## config.mk

```make
export PLATFORM = sky130hd
export DESIGN_NAME = pwm_fade_sequencer_flat
export DESIGN_NICKNAME = d
export VERILOG_FILES = /design/src/rtl/pwm_pkg.sv /design/src/rtl/pwm_fade_sequencer_if.sv /design/src/rtl/sw_debouncer.sv /design/src/rtl/pwm_fade_sequencer.sv /design/src/flat_wrapper.sv
export SDC_FILE = /design/constraint.sdc
export NUM_CORES = 1
export LEC_CHECK = 0
export BUFFER_PORTS_ARGS = -buffer_cell sky130_fd_sc_hd__buf_2
export CORE_MARGIN = 4
export CORE_UTILIZATION = 35
export DETAILED_ROUTE_END_ITERATION = 12
export PLACE_DENSITY = 0.49
export SETUP_SLACK_MARGIN = 0.4
export SLEW_MARGIN = 10
export SYNTH_ARGS = -nofsm -noshare
export SYNTH_HDL_FRONTEND = slang
export SYNTH_SLANG_ARGS = --single-unit
```

## constraint.sdc

```tcl
create_clock -name clk -period 3.7 [get_ports clk]
set_clock_uncertainty 0.2 [all_clocks]
set_input_delay 0.555 -clock clk [delete_from_list [all_inputs] [get_ports clk]]
set_output_delay 0.555 -clock clk [all_outputs]
set_load 0.03 [all_outputs]
```

## src/rtl/pwm_pkg.sv

```systemverilog
// Shared types and defaults for the PWM LED path (fade sequencer and modulator).
package pwm_pkg;
   typedef enum logic [1:0] {IDLE = 2'd0, RAMP_UP = 2'd1, RAMP_DOWN = 2'd2} fade_state_t;

   localparam int PERIOD_CYCLES_DEF = 27000;
   localparam int LEVEL_W_DEF       = 4;
endpackage

```

## src/rtl/pwm_fade_sequencer_if.sv

```systemverilog
// Switch/enable inputs and duty/tick/status outputs of the fade sequencer.
interface pwm_fade_sequencer_if import pwm_pkg::*; #(parameter int LEVEL_W = LEVEL_W_DEF);
   logic [LEVEL_W-1:0] sw_i;
   logic               enable_i;
   logic [LEVEL_W-1:0] duty_code_o;
   logic               period_tick_o;
   logic               busy_o;
   logic [1:0]         state_o;

   modport master (output sw_i, enable_i,
                   input  duty_code_o, period_tick_o, busy_o, state_o);
   modport slave  (input  sw_i, enable_i,
                   output duty_code_o, period_tick_o, busy_o, state_o);
endinterface

```

## src/rtl/sw_debouncer.sv

```systemverilog
// 2-FF synchronizer plus a stability counter advanced by an external tick.
module sw_debouncer #(
   parameter int WIDTH = 4,
   parameter int COUNT = 10
) (
   input  logic             clk,
   input  logic             rst,
   input  logic             tick,
   input  logic [WIDTH-1:0] d,
   output logic [WIDTH-1:0] q
);
   localparam int            CW      = $clog2(COUNT + 1);
   localparam logic [CW-1:0] CNT_MAX = CW'(COUNT);

   logic [WIDTH-1:0] s1, s2, cand;
   logic [CW-1:0]    cnt;

   always_ff @(posedge clk or posedge rst) begin
      if (rst) begin
         s1   <= '0;
         s2   <= '0;
         cand <= '0;
         cnt  <= '0;
         q    <= '0;
      end else begin
         s1 <= d;
         s2 <= s1;
         // Any disagreement restarts the stability window on the new value.
         if (s2 != cand) begin
            cand <= s2;
            cnt  <= '0;
         end else if (tick && cnt != CNT_MAX) begin
            cnt <= cnt + 1'b1;
            if (cnt == CNT_MAX - 1'b1) q <= cand;
         end
      end
   end
endmodule

```

## src/rtl/pwm_fade_sequencer.sv

```systemverilog
// Ramps the PWM duty code toward the debounced switch level, one step per STEP_MS periods,
// updating only on the period tick it also exports to the modulator.
module pwm_fade_sequencer import pwm_pkg::*; #(
   parameter int PERIOD_CYCLES = PERIOD_CYCLES_DEF,
   parameter int DEBOUNCE_MS   = 10,
   parameter int STEP_MS       = 50,
   parameter int LEVEL_W       = LEVEL_W_DEF
) (
   input logic                 clk,
   input logic                 rst,
   pwm_fade_sequencer_if.slave bus
);
   localparam int                 PW          = $clog2(PERIOD_CYCLES + 1);
   localparam logic [PW-1:0]      PERIOD_LAST = PW'(PERIOD_CYCLES - 1);
   localparam int                 SW          = $clog2(STEP_MS + 1);
   localparam logic [SW-1:0]      STEP_LAST   = SW'(STEP_MS - 1);
   localparam logic [LEVEL_W-1:0] DUTY_MAX    = '1;

   logic [PW-1:0]      pcnt;
   logic               tick;
   logic [LEVEL_W-1:0] deb, target;
   fade_state_t        state, state_nxt;
   logic [SW-1:0]      step, step_nxt;
   logic [LEVEL_W-1:0] duty, duty_nxt, duty_stp;

   always_ff @(posedge clk or posedge rst) begin
      if (rst) pcnt <= '0;
      else     pcnt <= (pcnt == PERIOD_LAST) ? '0 : pcnt + 1'b1;
   end
   assign tick = (pcnt == PERIOD_LAST);

   sw_debouncer #(.WIDTH(LEVEL_W), .COUNT(DEBOUNCE_MS)) u_deb (
      .clk (clk),
      .rst (rst),
      .tick(tick),
      .d   (bus.sw_i),
      .q   (deb)
   );

   assign target = bus.enable_i ? deb : '0;

   always_ff @(posedge clk or posedge rst) begin
      if (rst) begin
         state <= IDLE;
         step  <= '0;
         duty  <= '0;
      end else begin
         state <= state_nxt;
         step  <= step_nxt;
         duty  <= duty_nxt;
      end
   end

   always_comb begin
      state_nxt = state;
      step_nxt  = step;
      duty_nxt  = duty;
      duty_stp  = duty;
      case (state)
         IDLE: begin
            step_nxt = '0;
            if (target > duty)      state_nxt = RAMP_UP;
            else if (target < duty) state_nxt = RAMP_DOWN;
         end
         RAMP_UP, RAMP_DOWN: begin
            // Target landing on or crossing the duty is handled at once; a move that
            // keeps the direction just continues with the running step count.
            if (target == duty) begin
               state_nxt = IDLE;
               step_nxt  = '0;
            end else if ((state == RAMP_UP) != (target > duty)) begin
               state_nxt = (target > duty) ? RAMP_UP : RAMP_DOWN;
               step_nxt  = '0;
            end else if (tick) begin
               if (step == STEP_LAST) begin
                  step_nxt = '0;
                  if (state == RAMP_UP) duty_stp = (duty == DUTY_MAX) ? duty : duty + 1'b1;
                  else                  duty_stp = (duty == '0)       ? duty : duty - 1'b1;
                  duty_nxt = duty_stp;
                  if (target == duty_stp)     state_nxt = IDLE;
                  else if (target > duty_stp) state_nxt = RAMP_UP;
                  else                        state_nxt = RAMP_DOWN;
               end else begin
                  step_nxt = step + 1'b1;
               end
            end
         end
         default: begin
            state_nxt = IDLE;
            step_nxt  = '0;
         end
      endcase
   end

   always_comb begin
      bus.duty_code_o   = duty;
      bus.period_tick_o = tick;
      bus.busy_o        = (state != IDLE);
      bus.state_o       = state;
   end
endmodule
```

## src/flat_wrapper.sv

```systemverilog
// flat-port wrapper written by rule: the top's interface ports become plain ports
module pwm_fade_sequencer_flat import pwm_pkg::*;
#(
   parameter int PERIOD_CYCLES = PERIOD_CYCLES_DEF,
   parameter int DEBOUNCE_MS   = 10,
   parameter int STEP_MS       = 50,
   parameter int LEVEL_W       = LEVEL_W_DEF
)
  (clk, rst, bus_sw_i, bus_enable_i, bus_duty_code_o, bus_period_tick_o, bus_busy_o, bus_state_o);
  pwm_fade_sequencer_if #(.LEVEL_W(LEVEL_W)) bus_i ();
  input logic clk;
  input logic rst;
  input wire logic [$bits(bus_i.sw_i)-1:0] bus_sw_i;
  input wire logic [$bits(bus_i.enable_i)-1:0] bus_enable_i;
  output wire logic [$bits(bus_i.duty_code_o)-1:0] bus_duty_code_o;
  output wire logic [$bits(bus_i.period_tick_o)-1:0] bus_period_tick_o;
  output wire logic [$bits(bus_i.busy_o)-1:0] bus_busy_o;
  output wire logic [$bits(bus_i.state_o)-1:0] bus_state_o;
  assign bus_i.sw_i = bus_sw_i;
  assign bus_i.enable_i = bus_enable_i;
  assign bus_duty_code_o = bus_i.duty_code_o;
  assign bus_period_tick_o = bus_i.period_tick_o;
  assign bus_busy_o = bus_i.busy_o;
  assign bus_state_o = bus_i.state_o;
  pwm_fade_sequencer #(.PERIOD_CYCLES(PERIOD_CYCLES), .DEBOUNCE_MS(DEBOUNCE_MS), .STEP_MS(STEP_MS), .LEVEL_W(LEVEL_W)) u_core (.clk(clk), .rst(rst), .bus(bus_i));
endmodule
```

Yosys cells after proc, flatten, opt, wreduce, memory -nomap -nowiden
Index checks and enable logic that the tools add are counted.
{"block": "word_totals", "reg_bits": 47, "inputBits": 7, "output_inout_bits": 8, "wordCells": 70}
{"block": "op_classes", "add_sub_neg": 5, "magnitude_cmp": 3, "eq_ne": 14, "mux": 27, "n_bitwise": 3, "n_reduce_logical": 9}
{"cell": "$mux W4", "n": 11}
{"cell": "$mux W6", "n": 5}
{"cell": "$mux W2", "n": 9}
{"cell": "$add A15 B1 Y15 const B", "n": 1}
{"cell": "$eq A15 B15 Y1 const B", "n": 1}
{"cell": "$mux W15", "n": 1}
{"cell": "$add A4 B1 Y4 const B", "n": 2}
{"cell": "$eq A4 B4 Y1", "n": 2}
{"cell": "$eq A4 B4 Y1 const B", "n": 2}
{"cell": "$gt A4 B4 Y1", "n": 2}
{"cell": "$add A6 B1 Y6 const B", "n": 1}
{"cell": "$eq A6 B6 Y1 const B", "n": 1}
{"cell": "$reduce_and A3 Y1", "n": 2}
{"cell": "$reduce_and A5 Y1", "n": 1}
{"cell": "$logic_not A4 Y1", "n": 1}
{"cell": "$lt A4 B4 Y1", "n": 1}
{"cell": "$ne A4 B1 Y1 const B", "n": 1}
{"cell": "$ne A4 B2 Y1 const B", "n": 1}
{"cell": "$ne A4 B4 Y1", "n": 1}
{"cell": "$ne A4 B4 Y1 const B", "n": 1}
{"cell": "$pmux W2 S2", "n": 1}
{"cell": "$reduce_bool A2 Y1", "n": 2}
{"cell": "$sub A4 B1 Y4 const B", "n": 1}
{"cell": "$ne A3 B1 Y1 const B", "n": 1}
{"cell": "other kinds (7)", "n": 9}

Depth between registers and ports, before layout
{"block": "depth", "depth_word": 16, "depth_mapped": 15, "depth_no_buf": 14}

Hierarchy
From an unflattened synthesis, not the netlist that was laid out.
{"block": "hier_totals", "hier_cells": 249, "area_unflattened_um2": 2544.9}
{"mod": "pwm_fade_sequencer", "n_inst": 1, "cells_each": 195, "area_per_inst_um2": 1775.5, "seq_area_each_um2": 675.6}
{"mod": "sw_debouncer", "n_inst": 1, "cells_each": 54, "area_per_inst_um2": 769.5, "seq_area_each_um2": 500.5}

Worst setup path before layout
OpenSTA, ideal clock, no wires.
{"block": "synth_timing", "path_kind": "reg-to-reg", "from": "reg u_core.state[1] (netlist: u_core.bus.state_o[1])", "to": "reg u_core.state[0] (netlist: u_core.bus.state_o[0])", "setup_time_ns": 0.101, "arrival_time_ns": 2.905, "required_time_ns": 3.399, "setup_slack_ns": 0.494, "stages_incl_launch_ff": 14, "n_path_buf": 1, "synth_period_minus_slack_ns": 3.206, "path_cell_list": "dfrtp_1 -> inv_1 -> ha_1 -> clkbuf_1 -> nand2_1 -> mux2_2 -> o221ai_1 -> ha_1 -> nand2_1 -> o21ai_0 -> o221ai_1 -> maj3_1 -> o22a_1 -> o32ai_1"}
{"block": "synth_between", "elab_chain_len": 15, "word_cells_on_any_way": 24, "classes_between": "order compare (1); eq/ne (7); mux (13); reduce/logical (3)"}
{"element": "start, declared", "line_no": "pwm_fade_sequencer.sv:22", "text": "fade_state_t state, state_nxt;"}
{"element": "start signal, assigned", "line_no": "pwm_fade_sequencer.sv:48", "text": "state <= state_nxt;"}
{"element": "$eq A2 B1 Y1", "line_no": "pwm_fade_sequencer.sv:59, pwm_fade_sequencer.sv:71, pwm_fade_sequencer.sv:77"}
{"element": "$mux W4", "line_no": "pwm_fade_sequencer.sv:77", "text": "if (state == RAMP_UP) duty_stp = (duty == DUTY_MAX) ? duty : duty + 1'b1;"}
{"element": "$mux W4", "line_no": "pwm_fade_sequencer.sv:75", "text": "if (step == STEP_LAST) begin"}
{"element": "$mux W4", "line_no": "pwm_fade_sequencer.sv:74", "text": "end else if (tick) begin"}
{"element": "$mux W4", "line_no": "pwm_fade_sequencer.sv:71", "text": "end else if ((state == RAMP_UP) != (target > duty)) begin"}
{"element": "$mux W4", "line_no": "pwm_fade_sequencer.sv:68", "text": "if (target == duty) begin"}
{"element": "$mux W4", "line_no": "pwm_fade_sequencer.sv:59", "text": "case (state)"}
{"element": "$gt A4 B4 Y1", "line_no": "pwm_fade_sequencer.sv:81", "text": "else if (target > duty_stp) state_nxt = RAMP_UP;"}
{"element": "$mux W2", "line_no": "pwm_fade_sequencer.sv:81"}
{"element": "$mux W2", "line_no": "pwm_fade_sequencer.sv:80", "text": "if (target == duty_stp) state_nxt = IDLE;"}
{"element": "$mux W2", "line_no": "pwm_fade_sequencer.sv:75"}
{"element": "$mux W2", "line_no": "pwm_fade_sequencer.sv:74"}
{"element": "$mux W2", "line_no": "pwm_fade_sequencer.sv:71"}
{"element": "$mux W2", "line_no": "pwm_fade_sequencer.sv:68"}
{"element": "$pmux W2 S2", "line_no": "pwm_fade_sequencer.sv:59"}
Several ways; a longest one is shown, not always the timed one. The select of a mux whose other input is x is not followed.
A chain may end at the register's enable or synchronous reset.

Worst setup path in the final report
{"block": "layout_timing", "from": "reg u_core.duty[0] (netlist: u_core.bus.duty_code_o[0])", "to": "reg u_core.state[0] (netlist: u_core.bus.state_o[0])"}
{"block": "layout_between", "elab_chain_len": 16, "word_cells_on_any_way": 31, "classes_between": "add/sub (2); order compare (3); eq/ne (7); mux (17); reduce/logical (2)"}
{"element": "start, declared", "line_no": "pwm_fade_sequencer.sv:24", "text": "logic [LEVEL_W-1:0] duty, duty_nxt, duty_stp;"}
{"element": "start signal, assigned", "line_no": "pwm_fade_sequencer.sv:50", "text": "duty <= duty_nxt;"}
{"element": "$sub A4 B1 Y4 (tied with other cells)", "line_no": "pwm_fade_sequencer.sv:78", "text": "else duty_stp = (duty == '0) ? duty : duty - 1'b1;"}
{"element": "$mux W4 (on tied branches)", "line_no": "pwm_fade_sequencer.sv:78, pwm_fade_sequencer.sv:77"}
{"element": "$mux W4", "line_no": "pwm_fade_sequencer.sv:77"}
{"element": "$mux W4", "line_no": "pwm_fade_sequencer.sv:75"}
{"element": "$mux W4", "line_no": "pwm_fade_sequencer.sv:74"}
{"element": "$mux W4", "line_no": "pwm_fade_sequencer.sv:71"}
{"element": "$mux W4", "line_no": "pwm_fade_sequencer.sv:68"}
{"element": "$mux W4", "line_no": "pwm_fade_sequencer.sv:59"}
{"element": "$gt A4 B4 Y1", "line_no": "pwm_fade_sequencer.sv:81"}
{"element": "$mux W2", "line_no": "pwm_fade_sequencer.sv:81"}
{"element": "$mux W2", "line_no": "pwm_fade_sequencer.sv:80"}
{"element": "$mux W2", "line_no": "pwm_fade_sequencer.sv:75"}
{"element": "$mux W2", "line_no": "pwm_fade_sequencer.sv:74"}
{"element": "$mux W2", "line_no": "pwm_fade_sequencer.sv:71"}
{"element": "$mux W2", "line_no": "pwm_fade_sequencer.sv:68"}
{"element": "$pmux W2 S2", "line_no": "pwm_fade_sequencer.sv:59"}
Several ways; a longest one is shown, not always the timed one. The select of a mux whose other input is x is not followed.

==> impl_metrics.json <==
{
  "drc": 0,
  "rrSetupSlack_ns": 0.66,
  "setup_viol": 0,
  "powerDensity_mw_per_mm2": 320,
  "drv_cap": 0,
  "nets": 289,
  "antenna_found_initial": 0,
  "synth.area.top_cells": "dfrtp_1 (46%), ha_1 (9.2%), xor2_1 (4.8%), nor2_1 (3.9%), xnor2_1 (3.1%)",
  "hold_path.class": "input pin to flip-flop",
  "cts_tree": "done",
  "critPathKind": "flip-flop to flip-flop",
  "synthCells": 247,
  "synth_ff_type": "dfrtp_1",
  "die_area_mm2": 0.00879,
  "cp_max_fo": 7,
  "initial_core_util_pct": 36.8,
  "synthArstFlopShare_pct": 100,
  "grt_overflow": 0,
  "grt_pass1_vias": 1865,
  "p_switching_uw": 194,
  "whs_ns": 0.153,
  "required_ns": 3.70,
  "drt_pass1_iterations": 4,
  "p_comb_share_pct": 2.0,
  "clock_latency_ns": 0.30,
  "synth_most_common_cell": "dfrtp_1",
  "syn-num-nets": 273,
  "status": "finished, final reports clean",
  "area_growth_pct": 11.7,
  "wl_per_cell_um": 12.7,
  "holdPathEnd": "u_core.u_deb.s1[3]",
  "numCtsBuffers": 5,
  "synthDistinctLibCells": 47,
  "fill_cells": 720,
  "design_area_mm2": 0.00287,
  "via_per_inst": 4.96,
  "hold_depth": 1,
  "holdBufCountCts": 0,
  "slew_violations": 0,
  "grt_usage_pct": 11.7,
  "synth_area_leader_cell": "dfrtp_1",
  "grt_max_degree": 48,
  "place_congestion": 0.761,
  "grt_pass1_wl_um": 8280,
  "p_int_uw": 727,
  "end_kind": "flip-flop",
  "ant_nets": 0,
  "r2r-end": "u_core.bus.state_o[0]",
  "swShare_pct": 21.1,
  "yosys_warnings": 0,
  "max_freq_mhz": 329,
  "p_total_uw": 920,
  "first_iter_violations": 53,
  "timing.final.crit_share_pct": 82.1,
  "worstPathArrival_ns": 3.04,
  "cts.clk_slew.worst_paths_ns": 0.09,
  "core_mm2": 0.00698,
  "seq_power_share_pct": 56.8,
  "peakVddDrop_v": 0.000175,
  "hold_start": "bus_sw_i[3]",
  "syn_area_per_cell_um2": 10.4,
  "place_area_mm2": 0.00275,
  "portBuffers": 14,
  "period_minus_slack_ns": 3.04,
  "worst_pin_slew_ns": 0.978,
  "fin_util_pct": 41.1,
  "start_kind": "flip-flop",
  "drt-total-wl_um": 4570,
  "vias": 1784,
  "ys_seq_area_share_pct": 45.7,
  "synth_area_mm2": 0.00257,
  "relSlewSlack_pct": 34.7,
  "synth_common_cells": "dfrtp_1 (47), nor2_1 (27), ha_1 (19), nand2_1 (18)",
  "htree_levels": 2,
  "num_rows": 30,
  "r2r-start": "u_core.bus.duty_code_o[0]",
  "cts.sinks": 47,
  "synth_edf_count": 0,
  "num_antenna_cells": 0,
  "synth_seq_cells": 47,
  "cts-root-buf": "clkbuf_8",
  "fp.dieW_um": 93.7,
  "die_y_um": 93.7,
  "cts.path.max_buffers": 2,
  "io_pins": 15,
  "hpwl_um": 3300,
  "hold_viol": 0,
  "worst_r2r_path_depth": 12,
  "grt_setup_unrepaired": "no",
  "netlist.area_leader.share_pct": 45.7,
  "pwr-share-clk_pct": 41.2,
  "setup_tns_ns": 0,
  "leakage_uw": 0.00133,
  "drive_above_1_share_pct": 15.9
}
[cell type report]
type                            count  area [µm²]  share of cell area (%)
Inverter                           14        52.6                    1.83
Timing Repair Buffer               16        85.1                    2.96
Tap cell                           96         120                    4.18
Clock buffer                        5        68.8                    2.40
Sequential cell                    47        1180                    41.0
Multi-Input combinational cell    179        1330                    46.1
Clock inverter                      3        43.8                    1.52
[worst max-delay path: stages, from the launching register on]
cell      delay (ns)
dfrtp_2         0.47
ha_1            0.22
and3_1          0.22
nor3_1          0.06
a31oi_1         0.14
nand3_1         0.14
ha_1            0.32
nand2_1         0.07
o21ai_1         0.15
o221ai_1        0.15
maj3_1          0.37
o22a_1          0.18
o32ai_1         0.27
[what timing repair did]
| action | in CTS | in global routing |
|---|---|---|
| setup endpoints to repair | 0 | 2 |
| buffers inserted | 0 | 0 |
| gates resized for setup | 0 | 5 |
[registers in the layout, indices dropped and copies added, names as in the netlist]
signal	flops
u_core.u_deb.s1	4
u_core.bus.state_o	2
u_core.u_deb.q	4
u_core.u_deb.s2	4
u_core.bus.duty_code_o	4
u_core.u_deb.cand	4
u_core.pcnt	15
u_core.u_deb.cnt	4
u_core.step	6
[logic make-up (layout without fill, tap and decap cells)]
family,count (synthesis),after routing,synth area share (%)
and+or+nand+nor,99,99,21.8
AOI/OAI and AO/OA,25,25,6.86
DFF,47,47,45.7
xor gates and xnor gates,23,23,7.83
buffers and inverters,21,38,3.26
adders and majority gates,21,21,10.0
muxes,11,11,4.52
[worst max-delay path by stage]
stage                     slack (ns)               endpoint                      start
after floorplan                 0.49  u_core.bus.state_o[0]      u_core.bus.state_o[1]
after global placement          0.58  u_core.bus.state_o[0]      u_core.bus.state_o[1]
after detailed placement        0.47  u_core.bus.state_o[0]      u_core.bus.state_o[1]
after CTS                       0.45  u_core.bus.state_o[0]      u_core.bus.state_o[1]
after global routing            0.42  u_core.bus.state_o[0]  u_core.bus.duty_code_o[1]
final                           0.66  u_core.bus.state_o[0]  u_core.bus.duty_code_o[0]
[cell usage in the layout, fill, tap and decap left out, types with 3 or more instances in the layout]
cell      synthesis  layout
nor2_1           27      27
o21ai_0           7       5
ha_1             19      18
clkbuf_8          0       5
mux2i_1           6       6
dfrtp_1          47      46
and3_1            4       4
nor2b_1           3       3
xor2_1           14      14
nand4_1           8       8
mux2_2            5       5
nand2_1          18      18
nand3_1          14      14
inv_1            14      13
nor3_1            3       3
buf_2             0      14
a21oi_1           3       3
xnor2_1           9       9
and2_1            5       5
[power by group through the flow]
stage               Combinational, µW  Sequential, µW  Clock [µW]
CTS                              19.4             524         397
global placement                 19.5             534           0
floorplan                        13.4             533           0
global route                     21.9             524         420
detailed placement               19.4             534           0
finish                           18.1             523         379
[stage by stage]
stage | setup WS, ns | cells
2_1_floorplan | 0.495 | 247
3_3_place_gp | 0.580 | 352
3_5_place_dp | 0.470 | 352
4_1_cts | 0.451 | 360
5_1_grt | 0.418 | 360
6_report | 0.661 | 360
[per-layer routing]
layer  GRT usage (%)  share of wire (%)  vias to the layer above
li1                -                  -                      893
met1            15.1                 51                      860
met2            18.9                 44                       25
met3            2.88                3.3                        6
met4            3.97                1.5                        0
met5               0                  0                        -
No activity file was read; power rests on OpenSTA's default activity.
